--- config.mk ---
export PLATFORM = sky130hd
export DESIGN_NAME = vend_payout_ctrl
export DESIGN_NICKNAME = d
export VERILOG_FILES = /design/src/rtl/vend_payout_ctrl.sv
export SDC_FILE = /design/constraint.sdc
export NUM_CORES = 1
export LEC_CHECK = 0
export CORE_MARGIN = 1.5
export CORE_UTILIZATION = 45
export DETAILED_ROUTE_END_ITERATION = 16
export PLACE_DENSITY_LB_ADDON = 0.05
export SYNTH_ARGS = -nofsm -noshare
export SYNTH_HDL_FRONTEND = slang
export SYNTH_SLANG_ARGS = --single-unit
--- constraint.sdc ---
create_clock -name clk -period 2.35 [get_ports clk]
set_input_delay 0.3525 -clock clk [delete_from_list [all_inputs] [get_ports clk]]
set_output_delay 0.3525 -clock clk [all_outputs]
set_load 0.03 [all_outputs]
--- src/rtl/vend_payout_ctrl.sv ---
`default_nettype none
// ============================================================================
// Module      : vend_payout_ctrl
// Description : Payout controller that sits behind the vending FSM. It counts
//               pending item / dime / nickel dispenses, runs one motor at a
//               time in fixed priority (item > dime > nickel), confirms each
//               dispense with a sensor pulse and traps jams in a FAULT state
//               until software clears it.
// Revision    : 1.0 - initial release
// ----------------------------------------------------------------------------
// Build option: PAYOUT_GAP_EN - when defined, a GAP state keeps all motors off
//               for GAP_CYCLES cycles after each confirmed dispense.
// ----------------------------------------------------------------------------
// Ports
//   clk, rst                         clock, asynchronous active-high reset
//   vend_req, chg5_req, chg10_req    1-cycle dispense request strobes
//   item_done, nickel_done,          dispense-confirm sensor pulses
//   dime_done
//   clear_fault                      leave FAULT and flush pending counts
//   motor_item, motor_nickel,        motor enables (at most one high)
//   motor_dime
//   busy                             work pending or not in IDLE
//   fault, fault_code[1:0]           jam flag; 01 item, 10 dime, 11 nickel
// ============================================================================
module vend_payout_ctrl #(
  parameter int TIMEOUT_CYCLES = 1000,
  parameter int CNT_W          = 3,
  parameter int GAP_CYCLES     = 4
) (
  input  logic       clk,
  input  logic       rst,
  input  logic       vend_req,
  input  logic       chg5_req,
  input  logic       chg10_req,
  input  logic       item_done,
  input  logic       nickel_done,
  input  logic       dime_done,
  input  logic       clear_fault,
  output logic       motor_item,
  output logic       motor_nickel,
  output logic       motor_dime,
  output logic       busy,
  output logic       fault,
  output logic [1:0] fault_code
);

  typedef enum logic [2:0] {
    S_IDLE   = 3'd0,
    S_ITEM   = 3'd1,
    S_DIME   = 3'd2,
    S_NICKEL = 3'd3,
    S_FAULT  = 3'd4
`ifdef PAYOUT_GAP_EN
    ,
    S_GAP    = 3'd5
`endif
  } state_t;

  localparam logic [1:0]       CODE_NONE   = 2'b00;
  localparam logic [1:0]       CODE_ITEM   = 2'b01;
  localparam logic [1:0]       CODE_DIME   = 2'b10;
  localparam logic [1:0]       CODE_NICKEL = 2'b11;
  localparam logic [CNT_W-1:0] CNT_MAX     = '1;
  localparam logic [15:0]      TMO_LAST    = 16'(TIMEOUT_CYCLES - 1);

  // Where a confirmed dispense goes next.
`ifdef PAYOUT_GAP_EN
  localparam state_t S_AFTER_DONE = S_GAP;
`else
  localparam state_t S_AFTER_DONE = S_IDLE;
`endif

  state_t           state;
  state_t           state_nx;
  logic [1:0]       code_nx;
  logic [CNT_W-1:0] p_item;
  logic [CNT_W-1:0] p_dime;
  logic [CNT_W-1:0] p_nick;
  logic [15:0]      tmo_cnt;
  logic             tmo_hit;
  logic             item_ok;
  logic             dime_ok;
  logic             nick_ok;
  logic             flush;
  logic             in_motor_state;

  // A done pulse only counts when it matches the motor currently running.
  assign item_ok        = (state == S_ITEM)   && item_done;
  assign dime_ok        = (state == S_DIME)   && dime_done;
  assign nick_ok        = (state == S_NICKEL) && nickel_done;
  assign flush          = (state == S_FAULT)  && clear_fault;
  assign tmo_hit        = (tmo_cnt == TMO_LAST);
  assign in_motor_state = (state == S_ITEM) || (state == S_DIME) || (state == S_NICKEL);

  // Saturating up/down: a simultaneous strobe and confirm cancel out, and a
  // strobe into a full counter is dropped.
  function automatic logic [CNT_W-1:0] cnt_next(
    input logic [CNT_W-1:0] c,
    input logic             inc,
    input logic             dec
  );
    logic [CNT_W-1:0] r;
    r = c;
    if (inc && !dec && (c != CNT_MAX)) begin
      r = c + 1'b1;
    end else if (dec && !inc && (c != '0)) begin
      r = c - 1'b1;
    end
    return r;
  endfunction

`ifdef PAYOUT_GAP_EN
  localparam int             GAP_W    = (GAP_CYCLES > 1) ? $clog2(GAP_CYCLES) : 1;
  localparam logic [GAP_W-1:0] GAP_LAST = GAP_W'(GAP_CYCLES - 1);

  logic [GAP_W-1:0] gap_cnt;

  always_ff @(posedge clk or posedge rst) begin
    if (rst) begin
      gap_cnt <= '0;
    end else if (state == S_GAP) begin
      gap_cnt <= gap_cnt + 1'b1;
    end else begin
      gap_cnt <= '0;
    end
  end
`endif

  always_ff @(posedge clk or posedge rst) begin
    if (rst) begin
      state      <= S_IDLE;
      p_item     <= '0;
      p_dime     <= '0;
      p_nick     <= '0;
      tmo_cnt    <= '0;
      fault_code <= CODE_NONE;
    end else begin
      state      <= state_nx;
      fault_code <= code_nx;
      if (flush) begin
        p_item <= '0;
        p_dime <= '0;
        p_nick <= '0;
      end else begin
        p_item <= cnt_next(p_item, vend_req,  item_ok);
        p_dime <= cnt_next(p_dime, chg10_req, dime_ok);
        p_nick <= cnt_next(p_nick, chg5_req,  nick_ok);
      end
      // Motor states are only ever entered from a non-motor state, so
      // holding the counter at zero elsewhere clears it on entry.
      if (in_motor_state) begin
        tmo_cnt <= tmo_cnt + 16'd1;
      end else begin
        tmo_cnt <= '0;
      end
    end
  end

  always_comb begin
    state_nx = state;
    code_nx  = fault_code;
    case (state)
      S_IDLE: begin
        if (p_item != '0) begin
          state_nx = S_ITEM;
        end else if (p_dime != '0) begin
          state_nx = S_DIME;
        end else if (p_nick != '0) begin
          state_nx = S_NICKEL;
        end
      end
      // Done is tested before timeout so a confirm in the last cycle wins.
      S_ITEM: begin
        if (item_done) begin
          state_nx = S_AFTER_DONE;
        end else if (tmo_hit) begin
          state_nx = S_FAULT;
          code_nx  = CODE_ITEM;
        end
      end
      S_DIME: begin
        if (dime_done) begin
          state_nx = S_AFTER_DONE;
        end else if (tmo_hit) begin
          state_nx = S_FAULT;
          code_nx  = CODE_DIME;
        end
      end
      S_NICKEL: begin
        if (nickel_done) begin
          state_nx = S_AFTER_DONE;
        end else if (tmo_hit) begin
          state_nx = S_FAULT;
          code_nx  = CODE_NICKEL;
        end
      end
`ifdef PAYOUT_GAP_EN
      S_GAP: begin
        if (gap_cnt == GAP_LAST) begin
          state_nx = S_IDLE;
        end
      end
`endif
      S_FAULT: begin
        if (clear_fault) begin
          state_nx = S_IDLE;
          code_nx  = CODE_NONE;
        end
      end
      default: begin
        state_nx = S_IDLE;
      end
    endcase
  end

  // Moore outputs: decoded from state so reset drops motors asynchronously.
  assign motor_item   = (state == S_ITEM);
  assign motor_dime   = (state == S_DIME);
  assign motor_nickel = (state == S_NICKEL);
  assign fault        = (state == S_FAULT);
  assign busy         = (state != S_IDLE) || (p_item != '0) || (p_dime != '0) || (p_nick != '0);

endmodule
`default_nettype wire

==> flow_summary.toml <==
[global_route]
grt_max_degree = 31
use_met3_pct = 4.27
grt_use_met2_pct = 33.9
grt-busiest-layer = "met2"
grtUsageTotal_pct = 20.7
grtUsageMet1_pct = 27.2
grt_pass1_wl_um = 8220
antenna_found_initial = 0
grt_pass1_vias = 1739
grt-ovfl-total = 0

[yosys]
synthCells = 241
synth.distinct_cells = 54
synth_edf_count = 0
synth-seq-cells = 30
yosys-top-cells-count = "dfrtp_1, nor2_1, clkbuf_1, nand2_1, nand3_1"
syn_area_um2 = 2060
yosysSeqAreaShare_pct = 36.4
synthArstFlopShare_pct = 100
avgSynthCellArea_um2 = 8.56
yosysTopAreaCell = "dfrtp_1"
synth_area_leaders = "dfrtp_1, nor2_1, nand3_1"
syn_nets = 254
synth_top_area_share_pct = 36.4
synth_ff_type = "dfrtp_1"
yosysWarnings = 0
synth.most_common_cell = "dfrtp_1"

[place]
gp_congestion = 0.819
place_area_um2 = 2340
io_buffers = 15
hpwl_um = 3300

[worst_setup_path]
r2r-start = "state[2]"
crit_chain = "nor2_2, nand2_1, inv_1, clkdlybuf4s50_1"
start_kind = "flip-flop"
path_delay_family = "buffers and inverters"
worstSetupPathType = "reg2out"
cp.required_ns = 2.00
r2r_end = "p_nick[1]"
r2r_cells = 7
critPathBufInv = 2
slowest_delay_ns = 0.67
endpoint_kind = "output port"
cpMaxStageDelayCell = "clkdlybuf4s50_1"
r2r_slack_ns = 0.28
crit_path_max_fanout = 10
arrival_ns = 1.89

[timing]
fin_skew_ns = 0.0109
tns_ns = 0
slew_violations = 0
post-route-period-util_pct = 95.5
period_minus_slack_ns = 2.24
rsz0062_at_grt = "no"
hold_viol = 0
slew_headroom_pct = 64.0
fmax_mhz = 446
worst_pin_slew_ns = 0.535
finalSetupViolCount = 0

[job]
maxCapViolCount = 0

[clocking]
clk_path_buf_depth = 2
clk_pin_slew_ns = 0.08
hold_buffers = 0
numCtsBuffers = 5
clock_sinks = 30
htreeDepth = 2
cts_tree = "done"
cts_setup_buffers = 0
cts-root-buf = "clkbuf_8"
clkLatencyLatePin_ns = 0.29

[die]
die_w_um = 70.7
io_pins = 16
initial_core_util_pct = 47.0
dieArea_um2 = 5000
core_area_um2 = 4380
fp.dieH_um = 70.7
rows = 24

[outcome]
outcome = "completed"

[drt]
vias_per_cell = 5.84
wl_per_cell_um = 14.7
drc = 0
ant_nets = 0
drt_iter0_drc = 102
drt-total-wl_um = 4630
first_pass_iters = 4
vias = 1846

[final_layout]
stdcell_area_um2 = 2460
layout-drive-gt1-share_pct = 13.3
antenna_cells = 0
post-route-util_pct = 56.1
area_growth_pct = 19.2
fillers = 421
fin_nets = 276

[power_and_ir_drop]
powerDensity_nw_per_um2 = 993
ir_drop_uv = 601
p_leak_nw = 1.04

[hold_path]
hold_path.class = "in2async"
-- through the flow --
step | std cells | hold WS [ns] | total power [W] | setup WS (ns)
floorplan | 241 | 0.443 | 0.00163 | 0.253
global placement | 308 | 0.477 | 0.00191 | 0.0902
detailed placement | 308 | 0.486 | 0.00192 | 0.0898
CTS | 316 | 0.460 | 0.00245 | 0.0105
global route | 316 | 0.481 | 0.00267 | 0.0202
finish | 316 | 0.445 | 0.00244 | 0.107
-- worst max-delay path by stage --
stage / from / cells after the start / end / slack, ns
6_report: state[0] / 4 / fault / 0.11
2_1_floorplan: state[0] / 9 / p_dime[1] / 0.25
4_1_cts: state[2] / 4 / motor_nickel / 0.01
5_1_grt: state[0] / 4 / fault / 0.02
3_5_place_dp: nickel_done / 7 / p_nick[1] / 0.09
3_3_place_gp: nickel_done / 7 / p_nick[1] / 0.09
-- kinds of logic after synthesis --
group	share of synthesized area, %
multiplexers	2.55
adder cells (fa/ha/maj)	3.52
buffers and inverters	5.22
AND/OR/NAND/NOR	29.7
XOR/XNOR	5.52
flip-flops	36.4
AO/OA/AOI/OAI	17.1
-- worst register-to-register path, stage by stage, from the launching register on --
cell and delay, ns:
dfrtp_1 0.47, buf_4 0.19, nand4b_1 0.18, and3_1 0.21, fa_1 0.48, a31oi_1 0.17, o21ai_0 0.09, nor3_1 0.20
-- cells in the final DEF, fill, tap and decap left out, types with 2 or more instances in the layout --
cell type / count
dfrtp_1: 29
nand3_1: 15
or2_2: 2
xnor2_1: 7
nor3_1: 13
a211oi_1: 8
and4_1: 3
nand2b_1: 4
o211a_1: 2
and2_1: 2
mux2_2: 2
clkdlybuf4s50_1: 12
fa_1: 3
a21oi_1: 6
nand2_1: 15
clkinv_2: 2
mux2i_1: 3
or4_1: 2
buf_4: 17
inv_1: 11
a41oi_1: 3
o21ai_0: 10
a31oi_1: 5
or3_1: 3
dlygate4sd2_1: 2
clkbuf_8: 5
nor4_1: 5
nand4bb_1: 2
nor2b_1: 6
nand4_1: 4
o22ai_1: 2
nor2_1: 21
xor2_1: 6
and3_1: 4
o31ai_1: 2
-- final cells by class --
| type | instances | area [um^2] | area share (%) |
|---|---|---|---|
| multi-input combinational | 183 | 1210 | 49.3 |
| sequential | 30 | 752 | 30.6 |
| timing repair buffer | 32 | 278 | 11.3 |
| clock buffer | 5 | 68.8 | 2.80 |
| tap | 52 | 65.1 | 2.65 |
| inverter | 11 | 41.3 | 1.68 |
| clock inverter | 3 | 40.0 | 1.63 |
-- flip-flops by register name, summed over array words and instances (netlist names) --
name        cells
p_dime          3
fault_code      2
p_nick          3
state           3
tmo_cnt        16
p_item          3
-- routing by layer --
| layer | part of all wire (%) | up-vias | wire (um) |
|---|---|---|---|
| li1 | - | 939 | - |
| met1 | 48 | 878 | 2210 |
| met2 | 48 | 22 | 2220 |
| met3 | 2.6 | 7 | 120 |
| met4 | 1.7 | 0 | 80 |
| met5 | 0 | - | 0 |
-- what timing repair did --
item                       CTS  global route
gates resized for setup      3             3
setup endpoints to repair    3             3
hold endpoints to repair     0             0
-- power by group --
group / switching [W] / internal, W / total, W
Combinational: 0.000576 / 0.000496 / 0.00107
Clock: 0.000212 / 0.000312 / 0.000524
Sequential: 0.000209 / 0.000637 / 0.000846
Total: 0.000996 / 0.00144 / 0.00244
Note: power is estimated with default switching activity, not from simulation.
==> RTL change, RTL diff (same settings) <==
Add a define of `PAYOUT_GAP_EN`.
--- a/src/rtl/vend_payout_ctrl.sv
+++ b/src/rtl/vend_payout_ctrl.sv
@@ -22,6 +22,8 @@
 //   busy                             work pending or not in IDLE
 //   fault, fault_code[1:0]           jam flag; 01 item, 10 dime, 11 nickel
 // ============================================================================
+`define PAYOUT_GAP_EN
+
 module vend_payout_ctrl #(
   parameter int TIMEOUT_CYCLES = 1000,
   parameter int CNT_W          = 3,
Check against the original RTL: not equivalent (a bounded check fails within 4 cycles, from zero or initial values and one cycle with rst high).
==> RTL change against the original RTL <==
- worst setup slack better by 0.030 ns
- power up 6.5%
- sequential cell count up 2
- wire length up 2.4%
- die area up 7.7%
- final area up 6.7%
- synthesized area up 8.1%
- sequential power up 2%
==> RTL change: results (changes against the original RTL) <==
Status: finished clean
Area of the multi-input gates: 0.001334 sq mm (+10%)
Sw Pwr: 1057 uW (+6.1%)
H-tree depth: 2 (unchanged)
Largest net degree at the start of global routing: 33 (+6.5%)
Synth area leaders: dfrtp_1 (36%), mux2i_1 (4.0%), nand2_1 (3.7%)
Register area share after synthesis: 35.93% (-0.47 points)
Routed len/inst: 13.86 microns (-5.4%)
CP max FO: 3 (-7)
Vias in the first global route: 1704 (-2.0%)
Largest register FFs: 16 (unchanged)
Met2 Usage GRT: 26.26% (-7.6 points)
Reg area: 800.8 sq um (+6.5%)
Hold crit path type: flip-flop to flip-flop
Worst r2r src: state[1]
DP Cell Count: 335 (+8.8%)
Share of layout cells above drive strength 1: 12.73% (-0.53 points)
HPWL reported at the end of detailed placement: 3.342 mm (+1.2%)
Leak: 0.001111 uW (+6.5%)
Met1 Usage GRT: 31.88% (+4.7 points)
DR vias/cell: 5.576 (-4.5%)
Max VDD drop: 0.5813 mV (-3.3%)
Nonclk inv count: 8 (-3)
Worst slew pin tran: 0.4558 ns (-0.07907 ns)
CP top delay family: compound AO/OA/AOI/OAI gates
Met2 WL: 1.979 mm (-11%)
Total GRT Usage: 19.73% (-0.95 points)
N_diodes: 0 (unchanged)
Layout fillers: 454 (+7.8%)
Initial Util: 46.87% (-0.16 points)
Clock skew: 0.005788 ns (-0.005070 ns)
Nets@finish: 289 (+4.7%)
Pre-CTS WS: -0.1579 ns (-0.2477 ns)
Buffer share of cell area: 10.59% (-0.71 points)
Multi-input gate count: 196 (+7.1%)
Clock share of power: 17.6% (-3.9 points)
Synthesized Nets: 268 (+5.5%)
Met3 Routed Length: 116 microns (-3.3%)
Comb. pwr: 1280 uW (+20%)
Distinct cells, synth: 53 (-1.9%)
M1 wire length: 2.608 mm (+18%)
Max incr delay on CP: 0.48 ns (-0.19 ns)
CP Launch Point: nickel_done
Total power: 2599 uW (+6.5%)
Placed inst area: 0.002520 sq mm (+7.8%)
Vias: 1907 (+3.3%)
Synth Register Bits: 32 (+6.7%)
Routability cong.: 0.7938 (-3.1%)
# clk buffers: 7 (+2)
Grt met3 use: 4.252% (-0.021 points)
Slowest CP cell: fa_1
Fraction of area in multi-input gates: 50.86% (+1.5 points)
First-pass GRT wire length: 8.238 mm (+0.17%)
Clock network area share: 3.674% (-0.76 points)
DIE WIDTH: 73.37 microns (+3.8%)
Top cells by count, synth: dfrtp_1 (32), nand2_1 (22), nor2_1 (18)
Avg Cell Area, Syn: 8.773 sq um (+2.5%)
1st-iter DRT viols: 119 (+17%)
-- RTL change: cell types whose count changed after synthesis, moves of 3 or more --
cell	delta
a211oi_1	-3
a21oi_1	+7
and2_1	+3
inv_1	-3
mux2i_1	+6
nand2_1	+7
nand3_1	-4
nor2_1	-4
nor3b_1	+3
nor4_1	-4
nor4b_1	+3
o31ai_1	+3
-- RTL change: repair_timing --
action	4_1_cts	5_1_grt
setup endpoints to repair	2	2
resized for setup	2	3
cloned	0	0
-- RTL change: logic make-up after synthesis --
family / synth area share (%)
compound gates: 15.16
mux: 5.053
buf+inv: 4.492
simple gates: 31.61
xor+xnor: 3.930
fa+ha+maj: 3.818
flops: 35.93
-- RTL change: final timing paths --
kind / slack (ns) / to / cells after the start
max: 0.14 / p_nick[1] / 9
min: 0.44 / gap_cnt[0] / 1
max reg2reg: 0.21 / p_nick[1] / 8
min reg2reg: 0.44 / gap_cnt[0] / 1
max in group asynchronous: 1.58 / tmo_cnt[7] / 3
min in group asynchronous: 0.47 / p_dime[1] / 3
